$ cat config.mk
export PLATFORM = sky130hd
export DESIGN_NAME = core_run_monitor
export DESIGN_NICKNAME = d
export VERILOG_FILES = /design/src/rtl/core_run_monitor.sv
export SDC_FILE = /design/constraint.sdc
export NUM_CORES = 1
export LEC_CHECK = 0
export CORE_MARGIN = 5
export CORE_UTILIZATION = 35
export CTS_CLUSTER_DIAMETER = 30
export DETAILED_ROUTE_END_ITERATION = 7
export SKIP_CTS_REPAIR_TIMING = 1
export SLEW_MARGIN = 0
export SYNTH_ARGS = -nofsm -noshare
export SYNTH_HDL_FRONTEND = slang
export SYNTH_SLANG_ARGS = --single-unit
$ cat constraint.sdc
create_clock -name clk -period 10.21 [get_ports clk]
set_clock_uncertainty 0.15 [all_clocks]
set_input_delay 1.5315 -clock clk [delete_from_list [all_inputs] [get_ports clk]]
set_output_delay 1.5315 -clock clk [all_outputs]
set_load 0.02 [all_outputs]
$ cat src/rtl/core_run_monitor.sv
// Run controller/checker around the RV32IM core: reset stretch, cycle and retire
// counters, write-back checking against an expected queue, halt/watchdog end detection.
// Optional: define MON_XCHECK_EN to treat an X/Z instruction in RUN as a halt (simulation only).
module core_run_monitor #(
    parameter int              XLEN       = 32,
    parameter int              RST_CYCLES = 4,
    parameter int              TIMEOUT    = 1024,
    parameter int              EXP_DEPTH  = 16,
    parameter int              CNT_W      = 16,
    parameter logic [XLEN-1:0] HALT_INSTR = XLEN'(32'h00000073)
) (
    input  logic             clk,
    input  logic             rst,
    output logic             core_rst,
    input  logic [XLEN-1:0]  instruction,
    input  logic [XLEN-1:0]  result,
    input  logic             wb_valid,
    input  logic             exp_wr_en,
    input  logic [XLEN-1:0]  exp_wr_data,
    output logic             exp_full,
    output logic [CNT_W-1:0] cycle_cnt,
    output logic [CNT_W-1:0] retired_cnt,
    output logic             done,
    output logic             pass,
    output logic [1:0]       fail_code,
    output logic [XLEN-1:0]  mismatch_data
);

    // state   | meaning
    // ST_HOLD | core held in reset while the stretch timer runs down
    // ST_RUN  | core released; counting, checking write-backs, watching for end
    // ST_END  | run finished; results frozen until rst
    typedef enum logic [1:0] {ST_HOLD, ST_RUN, ST_END} state_t;

    localparam int AW = $clog2(EXP_DEPTH);
    localparam int PW = AW + 1;
    localparam int HW = (RST_CYCLES > 1) ? $clog2(RST_CYCLES) : 1;
    localparam int WW = (TIMEOUT > 1) ? $clog2(TIMEOUT) : 1;
    localparam logic [HW-1:0] HOLD_INIT = HW'(RST_CYCLES - 1);
    localparam logic [WW-1:0] WD_INIT   = WW'(TIMEOUT - 1);

    localparam logic [1:0] FC_NONE     = 2'd0;
    localparam logic [1:0] FC_MISMATCH = 2'd1;
    localparam logic [1:0] FC_TIMEOUT  = 2'd2;
    localparam logic [1:0] FC_QUEUE    = 2'd3;

    state_t          state, state_nxt;
    logic [HW-1:0]   hold_cnt;
    logic [WW-1:0]   wd_cnt;
    logic [XLEN-1:0] q_mem [EXP_DEPTH];
    logic [PW-1:0]   wr_ptr, rd_ptr, q_count, q_left;
    logic [XLEN-1:0] q_head;
    logic            run, q_empty, q_full, pop, push;
    logic            hold_tc, wd_tc, halt;
    logic            mm_seen, mm_seen_nxt;
    logic [1:0]      fail_nxt;
    logic [XLEN-1:0] mm_nxt;

    assign run     = (state == ST_RUN);
    assign q_count = wr_ptr - rd_ptr;
    assign q_empty = (q_count == '0);
    assign q_full  = (q_count == PW'(EXP_DEPTH));
    assign q_head  = q_mem[rd_ptr[AW-1:0]];
    assign pop     = run && wb_valid && !q_empty;
    // A pop in the same cycle frees the slot, so a push into a full queue still lands.
    assign push    = exp_wr_en && (!q_full || pop);
    assign q_left  = q_count - PW'(pop);
    assign hold_tc = (hold_cnt == '0);
    assign wd_tc   = (wd_cnt == '0);

`ifdef MON_XCHECK_EN
    assign halt = (instruction == HALT_INSTR) || ((^instruction) === 1'bx);
`else
    assign halt = (instruction == HALT_INSTR);
`endif

    always_ff @(posedge clk or negedge rst) begin
        if (!rst) state <= ST_HOLD;
        else      state <= state_nxt;
    end

    always_comb begin
        state_nxt = state;
        case (state)
            ST_HOLD: if (hold_tc) state_nxt = ST_RUN;
            ST_RUN:  if (halt || wd_tc) state_nxt = ST_END;
            ST_END:  state_nxt = ST_END;
            default: state_nxt = ST_HOLD;
        endcase
    end

    always_comb begin
        core_rst = (state != ST_HOLD);
        done     = (state == ST_END);
        pass     = (state == ST_END) && (fail_code == FC_NONE);
    end

    always_ff @(posedge clk or negedge rst) begin
        if (!rst) begin
            hold_cnt <= HOLD_INIT;
            wd_cnt   <= WD_INIT;
        end else begin
            if (state == ST_HOLD && !hold_tc) hold_cnt <= hold_cnt - HW'(1);
            if (run && !wd_tc)                wd_cnt   <= wd_cnt - WW'(1);
        end
    end

    always_ff @(posedge clk or negedge rst) begin
        if (!rst) begin
            cycle_cnt   <= '0;
            retired_cnt <= '0;
        end else if (run) begin
            if (cycle_cnt != '1)                cycle_cnt   <= cycle_cnt + CNT_W'(1);
            if (wb_valid && retired_cnt != '1)  retired_cnt <= retired_cnt + CNT_W'(1);
        end
    end

    always_ff @(posedge clk or negedge rst) begin
        if (!rst) begin
            wr_ptr <= '0;
            rd_ptr <= '0;
        end else begin
            if (push) wr_ptr <= wr_ptr + PW'(1);
            if (pop)  rd_ptr <= rd_ptr + PW'(1);
        end
    end

    always_ff @(posedge clk) begin
        if (push) q_mem[wr_ptr[AW-1:0]] <= exp_wr_data;
    end

    assign exp_full = q_full;

    // The first error code sticks; mismatch_data always keeps the first bad result.
    always_comb begin
        fail_nxt    = fail_code;
        mm_nxt      = mismatch_data;
        mm_seen_nxt = mm_seen;
        if (run && wb_valid) begin
            if (q_empty) begin
                if (fail_nxt == FC_NONE) fail_nxt = FC_QUEUE;
            end else if (result != q_head) begin
                if (!mm_seen) begin
                    mm_seen_nxt = 1'b1;
                    mm_nxt      = result;
                end
                if (fail_nxt == FC_NONE) fail_nxt = FC_MISMATCH;
            end
        end
        if (run) begin
            if (halt) begin
                if (fail_nxt == FC_NONE && q_left != '0) fail_nxt = FC_QUEUE;
            end else if (wd_tc) begin
                if (fail_nxt == FC_NONE) fail_nxt = FC_TIMEOUT;
            end
        end
    end

    always_ff @(posedge clk or negedge rst) begin
        if (!rst) begin
            fail_code     <= FC_NONE;
            mismatch_data <= '0;
            mm_seen       <= 1'b0;
        end else begin
            fail_code     <= fail_nxt;
            mismatch_data <= mm_nxt;
            mm_seen       <= mm_seen_nxt;
        end
    end

endmodule

# [Word level (Yosys, flattened, before mapping)]
# Memories as Yosys holds them, arrays and structs flattened.
# Cells that the tools add are included.
[classes] n_eq_ne=9 n_reduce_logical=27 add_sub_neg=8 bitwise_logic=2 muxes=15
[op_table] operator="$add A16 B1 Y16 const B" n=2
[op_table] operator="$eq A32 B7 Y1 const B" n=1
[op_table] operator="$ne A16 B16 Y1 const B" n=2
[op_table] operator="$ne A32 B32 Y1" n=1
[op_table] operator="$mux W2" n=12
[op_table] operator="$add A5 B1 Y5 const B" n=2
[op_table] operator="$logic_not A10 Y1" n=1
[op_table] operator="$sub A10 B1 Y10 const B" n=1
[op_table] operator="$logic_and A1 B1 Y1" n=8
[op_table] operator="$logic_not A2 Y1" n=4
[op_table] operator="$pmux W2 S3" n=1
[op_table] operator="$reduce_and A2 Y1" n=3
[op_table] operator="$eq A5 B5 Y1 const B" n=1
[op_table] operator="$logic_not A5 Y1" n=1
[op_table] operator="$reduce_bool A5 Y1" n=1
[op_table] operator="$sub A5 B1 Y5" n=1
[op_table] operator="$sub A5 B5 Y5" n=1
[op_table] operator="$logic_not A1 Y1" n=4
[op_table] operator="$reduce_and A4 Y1" n=1
[op_table] operator="$reduce_and A3 Y1" n=1
[op_table] operator="$eq A2 B1 Y1 const B" n=1
[op_table] operator="$eq A2 B2 Y1 const B" n=1
[op_table] operator="$logic_or A1 B1 Y1" n=2
[op_table] operator="$mux W1" n=2
[op_table] operator="5 further kinds" n=6
[totals] elab_cells=72 ram_bits=512 output_inout_bits=70 input_bits=100 regBits=91 mem_count=1
[mem_list] memory="q_mem" depth=16 word_bits=32 rd=1 rd_ports_with_merged_regs=0 wr=1 line_no="50" rtl="logic [XLEN-1:0] q_mem [EXP_DEPTH];"

# [Longest topological paths before layout]
# Gate-level depths: netlist of run 1.
[depth] depth_word=10 ltp_mapped=17 depth_no_buf=15

# [Worst setup path before layout of run 1]
# Ideal clock, no wire load.
[synth_timing] kind="register to register" start="reg rd_ptr[1]" end="mem q_mem[6][0] (enable)" arrival_time_ns=4.984 setup_ns=0.461 path_buffers=4 slack_ns=4.615 t_required_ns=9.599 period_less_slack_ns=5.595 stages_incl_launch_ff=14 path_cell_list="dfrtp_1 buf_4 buf_6 buf_4 buf_2 inv_1 fa_1 a21o_1 a21oi_1 xnor2_1 and3_1 a31oi_1 nand2_1 nor3_1"
[synth_between] elab_chain_cells=8 elab_cells_between_ends=10 cone_classes="add/sub: 1; eq/ne: 1; mux: 2; reduce/logical: 6"
[synth_lines] item="start: declaration" line_no="51" rtl="logic [PW-1:0] wr_ptr, rd_ptr, q_count, q_left;"
[synth_lines] item="start signal: assignment" line_no="124" rtl="if (pop) rd_ptr <= rd_ptr + PW'(1);"
[synth_lines] item="$sub A5 B5 Y5 *" line_no="60" rtl="assign q_count = wr_ptr - rd_ptr;"
[synth_lines] item="$logic_not A5 Y1" line_no="61" rtl="assign q_empty = (q_count == '0);"
[synth_lines] item="$logic_not A1 Y1" line_no="64" rtl="assign pop = run && wb_valid && !q_empty;"
[synth_lines] item="$logic_and A1 B1 Y1" line_no="64"
[synth_lines] item="$logic_or A1 B1 Y1 *" line_no="66" rtl="assign push = exp_wr_en && (!q_full || pop);"
[synth_lines] item="$logic_and A1 B1 Y1 *" line_no="66"
[synth_lines] item="$mux W1 *" line_no="129" rtl="if (push) q_mem[wr_ptr[AW-1:0]] <= exp_wr_data;"
[synth_lines] item="$mux W1 (not written as such) *" line_no="129"
[synth_lines] item="end: declaration" line_no="50"
# Every way passes the cells marked *; elsewhere a longest branch is shown, timed or not.

# [Worst setup path after layout of run 1]
[layout_timing] start="reg rd_ptr[1]" end="out exp_full"
[layout_between] elab_chain_cells=2
[layout_lines] item="$sub A5 B5 Y5" line_no="60"
[layout_lines] item="$eq A5 B5 Y1" line_no="62" rtl="assign q_full = (q_count == PW'(EXP_DEPTH));"
[layout_lines] item="end: declaration" line_no="20" rtl="output logic exp_full,"
# No other way between the ends.

==> run metrics, run 1 <==
Worst setup SP type=register; Die Area=76300 sq um; post-DP HPWL=36500 um; Slew Limit Fails=0; Hold Path Class=reg2reg; H-Tree Depth=3; DR DRC count=0; antenna-violating nets left=0; Gate Count Post-Synth=1404; share of the yosys chip area belonging to registers=71.2%; number of vias per cell=5.12; initial antenna violation count=1; post-route insts no fill=2703; WP data required=8.53 ns; wire length per cell=22.4 um; maximum VDD drop=0.146 mV; number of fill cells in the layout=6032; clk root buf=clkbuf_16; global-route wire length before repair=91100 um; power share of the sequential group=40.5%; Synth Cell Area=24800 sq um; Longest Clk Path Bufs=3; worst skew pair latency=0.66 ns; Worst setup endpoint=exp_full; syn avg cell area=17.7 sq um; Achievable Freq=0.179 GHz; vias in the first global route=14500; R2R Path Start=rd_ptr[0]$_DFFE_PN0P_; Main synth FF type=edfxtp_1; largest net degree at the start of global routing=67; Post-synth ARST share=15.1%; CTS Sinks=603; 1st-iter DRT viols=968; final WL=60600 um; Core ar.=70100 sq um; Worst Setup SP=rd_ptr[1]$_DFFE_PN0P_; post-layout min period=5.59 ns; EDFF count, synth=512; Rows=97; Final Hold Fails=0; worst reg2reg endpoint=mismatch_data[31]$_DFFE_PN0P_; worst-case reg-to-reg path depth=10; Clock Power Share=50.4%; Pint=5670 uW; Net Sw Frac=23.1%; max_cap viols=0; placer congestion estimate=0.849; sw power=1710 uW; Comb power frac=9.1%; CTS Buf Count=117; Setup TNS=0 ns; CTS tree=built; Synth warnings=0; critical path class=reg2out; Setup-failing EPs final=0; I/O Buffers=169; synth-to-layout area growth=27.1%; layout net count=1779; Setup crit end kind=primary output; Pwr per Cell Area=234 nW/um^2; critical path arrival=3.91 ns; RSZ-0062 raised after global routing=false; vias=13800; Slew HR=19.0%; CP Max Fanout=55; Worst-Margin Slew=1.21 ns; Initial Util=35.4%; Die Span X=276 um; post-synth cell types=58; Total GRT Usage=15.4%; Overflow after GRT=0; status=finished, final reports clean; leak pwr=0.0112 uW; Die H=276 um; clock-pin slew on the worst setup and hold paths=0.04 ns; flop2flop setup slack=4.64 ns; dpl cells=2481; Pre-antenna DRT Iters=5; period utilization=54.8%; share of layout cells above drive strength 1=20.4%; Ports=170; FF+latch count, synth=603; syn_nets=1523
-- cell usage in the layout (no fill, tap or decap), drive strengths merged, types with 15 or more instances in the layout --
| master | instances |
|---|---|
| nor4 | 21 |
| mux2 | 41 |
| mux4 | 66 |
| nand3 | 21 |
| inv | 24 |
| nor2 | 38 |
| clkdlybuf4s50 | 168 |
| a21oi | 21 |
| mux2i | 145 |
| ha | 18 |
| nor3 | 15 |
| xnor2 | 49 |
| and4 | 15 |
| a22oi | 59 |
| o21ai | 16 |
| nand2 | 48 |
| clkbuf | 150 |
| xor2 | 27 |
| buf | 27 |
| clkinv | 48 |
| and3 | 18 |
| edfxtp | 512 |
| dfrtp | 79 |
-- flip-flops by register name, summed over array words and instances (netlist names), 5 cells and up --
signal         cells
cycle_cnt         16
mismatch_data     32
rd_ptr             5
wd_cnt            10
q_mem            512
wr_ptr             5
retired_cnt       16
-- power by group through the flow --
| stage | Combinational [uW] | Clock [uW] | Sequential [uW] |
|---|---|---|---|
| 2_1_floorplan | 396 | 0 | 3010 |
| 3_3_place_gp | 671 | 0 | 3020 |
| 3_5_place_dp | 681 | 0 | 3030 |
| 4_1_cts | 684 | 3780 | 2990 |
| 5_1_grt | 728 | 3920 | 3000 |
| 6_report | 672 | 3720 | 2990 |
-- metrics by stage --
step	worst slack (ns)	cell area, sq um	utilization (%)	hold slack, ns	power (uW)
after CTS	4.50	31500	44.9	0.339	7450
after detailed placement	4.57	27600	39.3	0.314	3710
after global routing	4.23	31500	44.9	0.345	7640
final	4.62	31500	44.9	0.336	7380
after global placement	4.65	27600	39.3	0.286	3690
after floorplan	4.61	24800	-	0.269	3400
-- layout make-up --
type                       count  area (sq um)  area share (%)
multi-input combinational    720          6770            21.5
timing repair buffer         195          1880            5.98
antenna                        1          2.50         0.00794
tap                          940          1180            3.73
clock inverter                71           699            2.22
inverter                      23          86.3           0.274
sequential                   603         17700            56.1
clock buffer                 150          3230            10.2
-- synth_stat cells (3+ instances only) --
library cell | n | area, sq um
buf_4 | 9 | 67.6
nand4_1 | 13 | 81.3
and4_1 | 15 | 131
dfrtp_1 | 79 | 1980
nand2b_1 | 6 | 37.5
a31oi_1 | 4 | 25.0
a2111oi_0 | 4 | 35.0
nand2_1 | 48 | 180
a22o_1 | 4 | 35.0
a221oi_1 | 5 | 43.8
nor3_1 | 15 | 75.1
o22a_1 | 4 | 35.0
a21oi_1 | 21 | 105
nor4_1 | 21 | 131
a211oi_1 | 10 | 75.1
ha_1 | 18 | 225
o21ai_1 | 3 | 15.0
mux4_2 | 66 | 1490
nor3b_1 | 3 | 22.5
a22oi_1 | 59 | 443
nand3_1 | 21 | 105
nor2_1 | 38 | 143
mux2_4 | 30 | 450
dfstp_2 | 12 | 315
o21ai_0 | 13 | 65.1
or3_1 | 4 | 25.0
nor2b_1 | 9 | 56.3
buf_6 | 9 | 101
mux2i_1 | 145 | 1450
and2_1 | 11 | 68.8
buf_2 | 23 | 115
mux2_2 | 11 | 124
and3_1 | 18 | 113
edfxtp_1 | 512 | 15400
xnor2_1 | 49 | 429
inv_1 | 22 | 82.6
clkbuf_1 | 16 | 60.1
a21o_1 | 4 | 30.0
xor2_1 | 27 | 236
-- critical path, cell delays in order (launching register included) --
cell	delay [ns]
dfrtp_4	1.05
inv_1	0.26
fa_1	0.50
a21o_1	0.18
a21oi_1	0.17
xnor2_1	0.15
and3_1	0.19
and2_1	0.13
clkdlybuf4s50_1	0.63
-- cells by family (layout without fill, tap and decap cells) --
family | count (synthesis) | count (layout) | synth area share [%]
AOI/OAI and AO/OA | 145 | 145 | 4.21
xor gates and xnor gates | 76 | 76 | 2.68
buffers and inverters | 81 | 439 | 1.75
and+or+nand+nor | 228 | 228 | 4.98
DFF | 603 | 603 | 71.2
other | 0 | 1 | 0
adders and majority gates | 19 | 19 | 0.989
muxes | 252 | 252 | 14.2
-- per-layer routing --
layer	wire length, um	up-vias	part of all wire (%)	global-route usage, %
li1	-	6134	-	-
met5	0	-	0	0
met2	29000	464	48	24.9
met4	1380	0	2.3	5.06
met1	26400	7139	44	20.6
met3	3830	99	6.3	3.84
-- how the worst min path moves through the flow --
| stage | startpoint | end | slack [ns] | cells past startpoint |
|---|---|---|---|---|
| after global routing | wr_ptr[4]$_DFFE_PN0P_ | wr_ptr[4]$_DFFE_PN0P_ | 0.34 | 1 |
| after CTS | wr_ptr[4]$_DFFE_PN0P_ | wr_ptr[4]$_DFFE_PN0P_ | 0.34 | 1 |
| final | wr_ptr[4]$_DFFE_PN0P_ | wr_ptr[4]$_DFFE_PN0P_ | 0.34 | 1 |
| after floorplan | mm_seen$_DFFE_PN0P_ | mm_seen$_DFFE_PN0P_ | 0.27 | 1 |
| after detailed placement | mm_seen$_DFFE_PN0P_ | mm_seen$_DFFE_PN0P_ | 0.31 | 1 |
| after global placement | mm_seen$_DFFE_PN0P_ | mm_seen$_DFFE_PN0P_ | 0.29 | 1 |
Note: power is estimated with default switching activity, not from simulation.
==> run 2: changes to the inputs <==
Clock period 10.21 ns to 4.98 ns, I/O delays scaled along.
==> run 2 against run 1 <==
Compared with the run above: the flow now finishes with violations (negative hold slack); cell count up 0.96%; sequential power up 100%; clock power is 120% higher; largest power group unchanged; non-clock buffer count is 29 higher; critical path type is now reg2reg; core utilization is 0.77 points higher; sequential share of layout area is 0.94 points lower; highest routed layer unchanged; global-route usage grew 0.92 points; hold slack got worse by 0.34 ns; first-iteration DRC count rose by 6.6%; critical path depth up 2; routed wire length grew 4.4%.
==> run metrics, run 2 (synthesis results as in run 1) <==
worst reg2reg endpoint=mismatch_data[26]$_DFFE_PN0P_; Buf/Inv on CP=2 (unchanged); DP Area=27900 sq um (+1.2%); synth-to-layout area growth=29.3%; layout net count=1805 (+1.5%); I/O Buffers=169 (unchanged); most frequent CP cell=buf_4; critical path class=reg2reg; stages on the worst setup path=10 (+2); critical path arrival=4.99 ns (+1.08 ns); Worst Setup SP=rd_ptr[2]$_DFFE_PN0P_; Die Span X=276 um (unchanged); global-route wire length before repair=94500 um (+3.7%); Slew Limit Fails=0 (unchanged); status=finished, violations left; Initial Util=35.4% (unchanged); DR DRC count=0 (unchanged); period utilization=92.5%; vias in the first global route=14700 (+1.7%); antenna-violating nets left=0 (unchanged); worst-case reg-to-reg path depth=10 (unchanged); worst skew pair latency=0.68 ns (+0.02 ns); final hold slack=-0.000669 ns (-0.337 ns); Final Hold Fails=1 (+1); clk root buf=clkbuf_16; CP cell instances=and2_1 > buf_4 > a22oi_1 > a211oi_1 > nor4_1 > a2111oi_0 > and4_1 > a41oi_4 > buf_4 > mux2_4; vias=14000 (+1.1%); Hold Path Class=in2async; CP max-delay cell=dfrtp_4; WP data required=5.36 ns (-3.17 ns); leak pwr=0.0114 uW (+2.1%); Final Instance Area=32100 sq um (+1.7%); initial antenna violation count=0 (-1); setup ws final=0.375 ns (-4.24 ns); CTS Sinks=603 (unchanged); Rows=97 (unchanged); Die H=276 um (unchanged); CTS Buf Count=114 (-2.6%); 1st-iter DRT viols=1032 (+6.6%); CP max stage delay=0.87 ns (-0.18 ns); Largest register FFs=512 (unchanged); Core ar.=70100 sq um (unchanged); post-layout min period=4.60 ns; number of fill cells in the layout=6065 (+0.55%); largest net degree at the start of global routing=61 (-9.0%); Die Area=76300 sq um (unchanged); clock-pin slew on the worst setup and hold paths=0.05 ns (about the same); CP top delay family=compound AO/OA/AOI/OAI gates; max_cap viols=0 (unchanged); wire length per cell=23.2 um (+3.4%); commonest non-fill, non-tap cell in the layout=edfxtp_1; maximum VDD drop=0.285 mV (+95%); Longest Clk Path Bufs=3 (unchanged); Worst-Margin Slew=1.07 ns (-0.146 ns); flop2flop setup slack=0.38 ns (-4.26 ns); most frequent cells in the layout=edfxtp_1, clkdlybuf4s50_1, mux2i_1; Pre-antenna DRT Iters=6 (+1); share of layout cells above drive strength 1=22.1% (+1.8 points); H-Tree Depth=3 (unchanged); pre-CTS setup slack=0.350 ns (-4.22 ns); Achievable Freq=0.217 GHz; placer congestion estimate=0.822 (-3.1%); Pwr per Cell Area=487 nW/um^2 (+110%); Total Power=15600 uW (+110%); RSZ-0062 raised after global routing=false; Worst setup endpoint=mismatch_data[26]$_DFFE_PN0P_; R2R Path Start=rd_ptr[2]$_DFFE_PN0P_; Setup-failing EPs final=0 (unchanged); Overflow after GRT=0 (unchanged); Final Util=45.7% (+0.77 points); Ports=170 (unchanged); number of vias per cell=5.13 (+0.19%); post-DP HPWL=37800 um (+3.6%); Total GRT Usage=16.3% (+0.92 points); CTS tree=built; CP Max Fanout=38 (-31%); Setup crit end kind=register; Slew HR=26.9% (+7.9 points); Worst setup SP type=register; final WL=63300 um (+4.4%); failing checks=negative hold slack
-- run 2: cell type report --
class | instances | area [sq um] | area share [%]
Sequential cell | 603 | 17700 | 55.1
Multi-Input combinational cell | 720 | 6770 | 21.1
Clock buffer | 127 | 2940 | 9.17
Timing Repair Buffer | 224 | 2230 | 6.95
Clock inverter | 91 | 1180 | 3.69
Tap cell | 940 | 1180 | 3.67
Inverter | 23 | 86.3 | 0.269
Antenna cell | 1 | 2.50 | 0.00780
-- run 2: worst min-delay path by stage --
stage | start | end | slack (ns) | depth (start not counted)
4_1_cts | rst | mismatch_data[31]$_DFFE_PN0P_ | 0.004 | 1
5_1_grt | rst | mismatch_data[31]$_DFFE_PN0P_ | 0.06 | 1
3_5_place_dp | mm_seen$_DFFE_PN0P_ | mm_seen$_DFFE_PN0P_ | 0.29 | 1
2_1_floorplan | mm_seen$_DFFE_PN0P_ | mm_seen$_DFFE_PN0P_ | 0.27 | 1
3_3_place_gp | mm_seen$_DFFE_PN0P_ | mm_seen$_DFFE_PN0P_ | 0.28 | 1
6_report | rst | mismatch_data[31]$_DFFE_PN0P_ | -0.0007 | 1
-- run 2: stage by stage --
stage               hold WS (ns)  setup TNS (ns)  cells
detailed placement         0.294               0   2510
CTS                      0.00358               0   2728
global route              0.0597               0   2728
global placement           0.283               0   2510
floorplan                  0.269          -78.74   1404
finish                 -0.000669               0   2729
-- run 2: routing by layer --
metal / track usage [%] / part of all wire, % / up-vias
met2: 25.8 / 47 / 563
met3: 4.61 / 8.0 / 93
li1: - / - / 6201
met1: 22.3 / 43 / 7138
met5: 0 / 0 / -
met4: 4.81 / 2.0 / 0
-- run 2: report_power, final --
group,total (uW),internal [uW],switching (uW)
Sequential,6100,5970,138
Clock,8020,5330,2690
Combinational,1490,562,928
Total,15600,11900,3750
==> run 3: changes to the inputs <==
Settings changed: ABC_AREA from default to 1, REMOVE_ABC_BUFFERS from default to 1, SLEW_MARGIN 0 to 25.
==> run 3 against run 2 <==
Compared with the run above: highest routed layer is now met5; fmax grew 9.5%; the run now ends clean; synthesized area up 5.2%; cell count increased by 41%; sequential share of layout area down 2.2 points; core utilization fell by 0.72 points.
==> run metrics, run 3 <==
wire length per cell=17.7 um (-24%); 1st-iter DRT viols=1491 (+44%); Ports=170 (unchanged); post-DP HPWL=37800 um (-0.16%); DR DRC count=0 (unchanged); Total Power=15900 uW (+1.6%); Rows=100 (+3.1%); worst skew pair latency=0.67 ns (about the same); Area contributors post-synth=edfxtp_1, nand2_1, dfrtp_1, nand3_1, inv_1; leak pwr=0.0138 uW (+20%); cell taking the most area after synthesis=edfxtp_1; Overflow after GRT=0 (unchanged); worst reg2reg endpoint=mismatch_data[10]$_DFFE_PN0P_; Pwr per Cell Area=475 nW/um^2 (-2.4%); Initial Util=35.2% (-0.20 points); post-layout min period=4.20 ns (-0.401 ns); R2R Path Start=rd_ptr[0]$_DFFE_PN0P_; clock-pin slew on the worst setup and hold paths=0.05 ns (about the same); most frequent cells in the layout=nand2_1, edfxtp_1, inv_1; Largest register FFs=512 (unchanged); layout net count=2892 (+60%); placer congestion estimate=0.773 (-6.0%); Die Area=80100 sq um (+5.0%); Slew HR=42.2% (+15 points); count leader, synth=nand2_1; H-Tree Depth=3 (unchanged); FF+latch count, synth=603 (unchanged); critical path class=reg2out; vias=18200 (+30%); Worst setup SP type=register; post-synth cell types=32 (-45%); Core ar.=74200 sq um (+5.8%); Final Util=45.0% (-0.72 points); CP Max Fanout=20 (-47%); CTS Buf Count=117 (+2.6%); top post-synthesis cells by count=nand2_1, edfxtp_1, inv_1; Main synth FF type=edfxtp_1; final WL=68100 um (+7.6%); critical path arrival=3.31 ns (-1.68 ns); Synth Cell Area=26100 sq um (+5.2%); Worst-Margin Slew=0.868 ns (-0.201 ns); Achievable Freq=0.238 GHz (+9.5%); global-route wire length before repair=104000 um (+10%); Die Span X=283 um (+2.5%); RSZ-0062 raised after global routing=false; Pre-antenna DRT Iters=5 (-1); EDFF count, synth=512 (unchanged); period utilization=84.4% (-8.0 points); Gate Count Post-Synth=2555 (+82%); Worst setup endpoint=exp_full; Setup TNS=0 ns (unchanged); WP data required=4.08 ns (-1.28 ns); share of the yosys chip area belonging to registers=67.7% (-3.5 points); Longest Clk Path Bufs=3 (unchanged); Setup-failing EPs final=0 (unchanged); Die H=283 um (+2.5%); Slew Limit Fails=0 (unchanged); max_cap viols=0 (unchanged); vias in the first global route=17700 (+20%); Synth warnings=0 (unchanged); Final Hold Fails=0 (-1); Hold Path Class=in2async; initial antenna violation count=3 (+3); Post-synth ARST share=15.1% (unchanged); Setup crit end kind=primary output; CTS Sinks=603 (unchanged); post-route insts no fill=3848 (+41%); I/O Buffers=169 (unchanged); synth-to-layout area growth=28.0%; largest net degree at the start of global routing=161 (+160%); worst-case reg-to-reg path depth=18 (+8); Synth top area share=58.9% (-3.0 points); number of vias per cell=4.73 (-7.7%); CTS tree=built; Total GRT Usage=16.6% (+0.25 points); number of fill cells in the layout=6816 (+12%); status=finished, final reports clean; share of layout cells above drive strength 1=9.80% (-12 points); flop2flop setup slack=0.92 ns (+0.54 ns); antenna-violating nets left=0 (unchanged); clk root buf=clkbuf_16; commonest non-fill, non-tap cell in the layout=nand2_1; maximum VDD drop=0.296 mV (+3.7%); Worst Setup SP=rd_ptr[3]$_DFFE_PN0P_; syn avg cell area=10.2 sq um (-42%); dpl cells=3623 (+44%)
## run 3: cell count changes in the layout (fill, tap and decap cells not counted), sizes merged, moves of 39 or more
cell | previous run | this run
o21ai | 16 | 139
mux4 | 66 | 0
inv | 34 | 258
mux2i | 145 | 0
nor2 | 38 | 239
nand2 | 48 | 890
mux2 | 41 | 2
a22oi | 59 | 0
nand3 | 21 | 217
## run 3: layout make-up
cell class,instances,area [sq um],share of cell area [%]
antenna,2,5.00,0.0150
timing repair buffer,206,2160,6.47
multi-input combinational,1592,7080,21.2
clock inverter,81,1130,3.39
sequential,603,17700,53.0
clock buffer,142,3160,9.48
inverter,253,957,2.87
tap,969,1210,3.63
## run 3: metal layers
layer	global-route usage (%)	vias up	part of all wire, %
li1	-	8839	-
met1	22.4	8678	44
met2	26.5	579	46
met3	3.82	120	7.1
met4	5.92	2	2.8
met5	0	-	0.019
## run 3: worst max-delay path, stage by stage, from the launching register on
cell	delay, ns
dfrtp_1	0.38
inv_2	0.47
ha_1	0.39
a21oi_1	0.15
nand2_1	0.07
xnor2_1	0.17
nor3_1	0.27
clkdlybuf4s50_1	0.72
## run 3: how the worst min path moves through the flow
stage	from	end	depth (start not counted)
finish	rst	cycle_cnt[8]$_DFFE_PN0P_	1
detailed placement	rd_ptr[4]$_DFFE_PN0P_	rd_ptr[4]$_DFFE_PN0P_	1
floorplan	mm_seen$_DFFE_PN0P_	mm_seen$_DFFE_PN0P_	2
global route	rst	cycle_cnt[8]$_DFFE_PN0P_	1
global placement	mismatch_data[8]$_DFFE_PN0P_	mismatch_data[8]$_DFFE_PN0P_	2
CTS	rst	state[0]$_DFFE_PN0P_	1
## run 3: power by group
part | internal [uW] | total [uW] | switching (uW)
clock | 5630 | 8310 | 2680
combinational | 434 | 1500 | 1070
sequential | 5950 | 6050 | 98.4
total | 12000 | 15900 | 3850
## run 3: kinds of logic (layout without fill, tap and decap cells)
kind of cell               Yosys count  count (layout)  synth area share, %
DFF                                603             603                 67.7
and+or+nand+nor                   1375            1375                 21.1
muxes                                2               2               0.0863
other                                0               2                    0
xor gates and xnor gates            48              48                 1.61
adders and majority gates           19              19                0.940
buffers and inverters              360             682                 5.67
AOI/OAI and AO/OA                  148             148                 2.87
## run 3: metrics by stage
| stage | hold slack [ns] | cell area (sq um) | setup WS (ns) |
|---|---|---|---|
| 2_1_floorplan | 0.282 | 25600 | -5.04 |
| 3_5_place_dp | 0.328 | 29100 | 0.949 |
| 4_1_cts | 0.00298 | 33400 | 0.738 |
| 5_1_grt | 0.0380 | 33400 | 0.542 |
| 6_report | 0.0128 | 33400 | 0.776 |
| 3_3_place_gp | 0.319 | 29100 | 1.07 |
